### config.mk
export PLATFORM = sky130hd
export DESIGN_NAME = reg_bank_wb
export DESIGN_NICKNAME = d
export VERILOG_FILES = /design/src/rtl/reg_bank_wb.sv
export SDC_FILE = /design/constraint.sdc
export NUM_CORES = 1
export LEC_CHECK = 0
export CAP_MARGIN = 20
export CORE_AREA = 10 10 418 420
export DETAILED_ROUTE_END_ITERATION = 16
export DIE_AREA = 0 0 428 430
export GPL_ROUTABILITY_DRIVEN = 1
export GPL_TIMING_DRIVEN = 0
export SETUP_SLACK_MARGIN = 0.05
export SYNTH_ARGS = -nofsm -noshare
export SYNTH_HDL_FRONTEND = slang
export SYNTH_SLANG_ARGS = --single-unit
### constraint.sdc
create_clock -name Clk -period 1.98 [get_ports Clk]
set_input_delay 0.396 -clock Clk [delete_from_list [all_inputs] [get_ports Clk]]
set_output_delay 0.396 -clock Clk [all_outputs]
set_load 0.02 [all_outputs]
### src/rtl/reg_bank_wb.sv
// 32 x DATA_W register bank behind a one-deep write-back stage, with all registers driven out in parallel.
// Define REG_BANK_WB_FWD_EN to forward the pending write-back value onto Q. This cuts the write latency to one edge.
module reg_bank_wb #(
  parameter int DATA_W  = 32,
  parameter bit R0_ZERO = 1'b1
) (
  input  logic                 Clk,
  input  logic                 Clr,
  input  logic                 WE,
  input  logic [4:0]           RD,
  input  logic [DATA_W-1:0]    DIN,
  output logic [32*DATA_W-1:0] Q,
  output logic [31:0]          PEND,
  output logic                 WB_VALID
);

  logic              wb_valid_q, wb_valid_d;
  logic [4:0]        wb_addr_q, wb_addr_d;
  logic [DATA_W-1:0] wb_data_q, wb_data_d;

  // Address and data are held while WE=0, so X on RD or DIN cannot enter the stage.
  always_comb begin
    wb_valid_d = WE && !(R0_ZERO && (RD == 5'd0));
    wb_addr_d  = wb_addr_q;
    wb_data_d  = wb_data_q;
    if (WE) begin
      wb_addr_d = RD;
      wb_data_d = DIN;
    end
  end

  always_ff @(posedge Clk or negedge Clr) begin
    if (!Clr) begin
      wb_valid_q <= 1'b0;
      wb_addr_q  <= '0;
      wb_data_q  <= '0;
    end else begin
      wb_valid_q <= wb_valid_d;
      wb_addr_q  <= wb_addr_d;
      wb_data_q  <= wb_data_d;
    end
  end

  assign WB_VALID = wb_valid_q;

  for (genvar gi = 0; gi < 32; gi++) begin : g_reg
    logic              reg_q;
    logic [DATA_W-1:0] bank_q;
    logic              hit;
    logic [DATA_W-1:0] rd_val;

    assign hit = wb_valid_q && (wb_addr_q == 5'(gi));

    always_ff @(posedge Clk or negedge Clr) begin
      if (!Clr) begin
        bank_q <= '0;
      end else if (hit) begin
        bank_q <= wb_data_q;
      end
    end

`ifdef REG_BANK_WB_FWD_EN
    assign rd_val = hit ? wb_data_q : bank_q;
`else
    assign rd_val = bank_q;
`endif

    assign reg_q = 1'b0;
    assign PEND[gi] = hit;
    assign Q[DATA_W*gi +: DATA_W] = (R0_ZERO && (gi == 0)) ? '0 : (rd_val | {DATA_W{reg_q}});
  end

endmodule

-- Word-level counts from Yosys, hierarchy flattened
Cells that the tools add are included.
- shift-type cells: 0
- $add $sub $neg: 0
- multipliers: 0
- mux-type cells: 0
- equality and inequality tests: 31
- magnitude comparators: 0
- div/mod/pow operators: 0
- bitwise gates (word level): 0
- reductions and logical operators: 36
- operator list (operator ; count):
    equality test 5 bit, second input constant ; 16
    equality test 5 x 4 -> 1 bit, second input constant ; 8
    logical AND 1 bit ; 33
    equality test 5 x 3 -> 1 bit, second input constant ; 4
    equality test 5 x 2 -> 1 bit, second input constant ; 2
    zero test 5 bit ; 2
    equality test 5 x 1 -> 1 bit, second input constant ; 1
    zero test 1 bit ; 1
- bits in read-only memories: 0
- input port bits: 40
- logic and storage cells: 101
- memories kept: 0
- bits in latches: 0
- bits in writable memories: 0
- register bits: 1030
- output and inout bits: 1057

-- Longest topological paths before layout
- depth after elaboration: 3
- gate-level depth with buffers: 7
- mapped depth without buffers: 3

-- Least setup slack after synthesis
OpenSTA, ideal clock, no wires.
- path kind: register to output
- start point: reg wb_valid_q, in the netlist WB_VALID
- end point: out PEND[24]
- slack: 0.100 ns
- arrival: 1.484 ns
- required time: 1.584 ns
- path buffers: 3
- stages on the path, launching flop included: 7
- cells stage by stage: dfrtp_1 > nand4b_1 > or2_1 > buf_2 > buf_2 > inv_1 > buf_4
- word-level cells in the longest chain between the ends: 1
- RTL lines (element ; line ; RTL):
    start: declaration ; 17 ; logic wb_valid_q, wb_valid_d;
    start signal: assignment ; 38 ; wb_valid_q <= wb_valid_d;
    logical AND 1 bit ; 52 ; assign hit = wb_valid_q && (wb_addr_q == 5'(gi));
    end: declaration ; 13 ; output logic [31:0] PEND,
No other way between the ends.

-- Final worst setup path
- start point: reg wb_addr_q[2]
- end point: out PEND[14]
- word-level cells in the longest chain between the ends: 2
- RTL lines (element ; line ; RTL):
    start: declaration ; 18 ; logic [4:0] wb_addr_q, wb_addr_d;
    start signal: assignment ; 39 ; wb_addr_q <= wb_addr_d;
    equality test 5 x 4 -> 1 bit ; 52 ;
    logical AND 1 bit ; 52 ;
No other way between the ends.

==> flow_metrics.tcl <==
set metrics [dict create \
    hold_class "input port to asynchronous set/reset pin" \
    synth.top_cell.area_share_pct 65.91 \
    first_pass_iters 5 \
    clkSlewWorstSetupHoldPaths_ns 0.06 \
    rsz0062_at_grt "true" \
    cts_tree "yes" \
    p_int_uw 58660 \
    pwr-share-comb_pct 39.0 \
    synth_edf_count 0 \
    fin_skew_ns 0.03398 \
    dp_slack_ns -1.745 \
    design_area_sq_mm 0.06018 \
    seq_area_sq_mm 0.02578 \
    share_seq_of_total_power_pct 35.3 \
    setup_ws_ns -0.7525 \
    layout.nets 3788 \
    finalHoldViolations 158 \
    yosys.area.top_type "dfrtp_1" \
    fillers 16010 \
    coreArea_sq_mm 0.1663 \
    final_max_slew_viol_count 0 \
    tightest_slew_ns 0.9914 \
    htree_num_levels 3 \
    holdWs_ns -0.4818 \
    critical_path_required_ns 1.58 \
    synthCells 2396 \
    grt.overflow.total 0 \
    swShare_pct 34.97 \
    dpl-instance-area_sq_mm 0.05298 \
    die_h_microns 430 \
    crit_path_end_kind "output port" \
    violations "negative hold slack, negative setup slack" \
    leakage_uw 0.02677 \
    status "finished with violations" \
    max-slew-margin-rel_pct 33.91 \
    antenna_found_initial 23 \
    finalPower_uw 90210 \
    setup_viol 1618 \
    cts_root_buffer "clkbuf_16" \
    start_util_pct 23.52 \
    pwr-share-clk_pct 25.7 \
    port_buffers 1063 \
    area_growth_pct 53.87 \
    synth_seq_area_share_pct 65.91 \
    die_w_microns 428 \
    cts_buffer_depth 3 \
    via_count 25959 \
    wire_per_inst_microns 29.56 \
    drc_errors 0 \
    synth_top_flop_cell "dfrtp_1" \
    crit_type "flip-flop to output port" \
    synthTopCellsByCount "dfrtp_1, mux2_2, clkbuf_1" \
    final_cells 6062 \
    synth_area_leaders "dfrtp_1, mux2_2, buf_2" \
    grt_pass1_wl_microns 238300 \
    grt_pass1_vias 26779 \
    cts.sinks 1030 \
    path_max_fanout 7 \
    start_kind "flip-flop" \
    postSynthAreaPerCell_sq_um 16.32 \
    ir_drop_v 0.0009429 \
    yosys_register_bits 1030 \
    ff2ff_path_depth 8 \
    grt_max_degree 166 \
    powerDensity_mw_per_mm2 1499 \
    period_share_pct 138.0 \
    postLayoutCoreUtil_pct 36.19 \
    cts_hold_buf 2 \
    synth_cell_types 24 \
    drt-total-wl_microns 179200 \
    insertion_delay_ns 0.77 \
    cts_buffers 116 \
    viasPerCell 4.282 \
    maxCapViolations 0 \
    multi_input_area_sq_mm 0.01251 \
    yosys_warnings 0 \
    dp_hpwl_microns 131600 \
    ant_nets 0 \
    drive_gt1_share_pct 42.70 \
    dp.cells 5711 \
    post-route-min-period_ns 2.733 \
    synth.most_common_cell "dfrtp_1" \
    synthArstFlopShare_pct 100.0 \
    die_area_sq_mm 0.1840 \
    io_pins 1097 \
    place.gp.congestion 0.8167 \
    power.switching_uw 31550 \
    fmax_mhz 366.0 \
    cp.arrival_ns 2.34 \
    synth.cell_area_sq_mm 0.03911 \
    drtIter0Drc 1556 \
    rows 150 \
    grt_util_all_layers_pct 18.55 \
]
## flip-flops by register name, indices dropped and copies added, names as in the netlist
register and count:
g.bank_q 992, wb_data_q 32, wb_addr_q 5, WB_VALID 1
## what timing repair did
| action | CTS | global route |
|---|---|---|
| hold endpoints to repair | 191 | 123 |
| cloned | 5 | 6 |
| pin swaps | 33 | 20 |
| gates resized for setup | 564 | 189 |
| buffers inserted | 108 | 32 |
| endpoints found under the setup margin | 2328 | 2236 |
## worst max-delay path, stage by stage, from the launching register on
cell and delay [ns]:
dfrtp_2 0.44, buf_6 0.12, nand4b_1 0.15, buf_6 0.20, buf_12 0.13, nor2_4 0.19
buf_8 0.15, buf_6 0.10, buf_6 0.10
## per-stage QoR
stage	setup TNS (ns)	hold WS, ns
after detailed placement	-1013.77	0.3238
final	-268.55	-0.4818
after CTS	-475.61	-0.5427
after floorplan	0	0.1004
after global routing	-412.03	-0.4971
after global placement	-	0.4760
## kinds of logic after synthesis
kind of cell	after synthesis	synth area share [%]
and+or+nand+nor	48	0.7455
muxes	1029	29.63
AOI/OAI and AO/OA	1	0.01920
DFF	1030	65.91
other	1	0.009589
buffers and inverters	287	3.689
## final timing paths
path / from / endpoint / slack (ns)
setup / recovery: wb_addr_q[2]$_DFFE_PN0P_ / PEND[14] / -0.75
hold reg to reg: g_reg[20].bank_q[30]$_DFFE_PN0P_ / g_reg[20].bank_q[30]$_DFFE_PN0P_ / 0.50
hold / removal: Clr / g_reg[4].bank_q[17]$_DFFE_PN0P_ / -0.48
min in group Clk: WE / wb_data_q[5]$_DFFE_PN0P_ / 0.11
max in group asynchronous: Clr / g_reg[30].bank_q[6]$_DFFE_PN0P_ / 0.10
setup reg to reg: wb_addr_q[2]$_DFFE_PN0P_ / g_reg[15].bank_q[15]$_DFFE_PN0P_ / -0.33
## cell usage in the layout, fill, tap and decap left out, types with 2 or more instances in the layout
cell and count:
clkbuf_2 10, clkbuf_16 122, nand3_4 4, bufbuf_16 4, clkbuf_1 109, diode_2 13, inv_2 2, clkinvlp_4 4
and4bb_2 3, inv_8 2, buf_2 40, conb_1 32, buf_4 108, buf_8 32, dfrtp_2 7, buf_16 12
buf_12 57, bufinv_16 15, dfrtp_1 1023, or2_4 2, nand4b_1 3, nor2b_4 2, mux2_4 36, nand2b_4 3
mux2_2 983, mux2_1 10, inv_6 5, nand2_8 11, buf_6 86, nor2_4 14, clkinv_2 24, clkdlybuf4s50_1 1021
clkinv_4 18, clkbuf_8 28
## layer usage
layer  share of wire (%)  vias to the layer above  global-route usage, %  routed length (microns)
met5                   0                        -                      0                        0
met4                 4.2                        0                  7.696                     7452
met3                 6.5                      260                  5.123                    11560
met2                  53                      851                  33.79                    94160
met1                  37                    13858                  20.16                    66010
li1                    -                    10990                      -                        -
## power by group through the flow
stage	combinational [uW]	sequential [uW]	clock, uW
after floorplan	6660	40100	0
after global placement	34500	32100	0
after detailed placement	35100	32100	0
after CTS	35600	31800	23700
after global routing	36600	32700	24600
final	35200	31900	23200
## layout make-up
class / instances / share of cell area (%)
timing repair buffer: 1226 / 21.23
sequential: 1030 / 42.85
clock inverter: 57 / 1.277
antenna: 13 / 0.05406
multi-input combinational: 1110 / 20.79
inverter: 18 / 0.2329
clock buffer: 158 / 5.535
buffer: 246 / 3.449
tap: 2204 / 4.583
(Power assumes the default switching activity.)
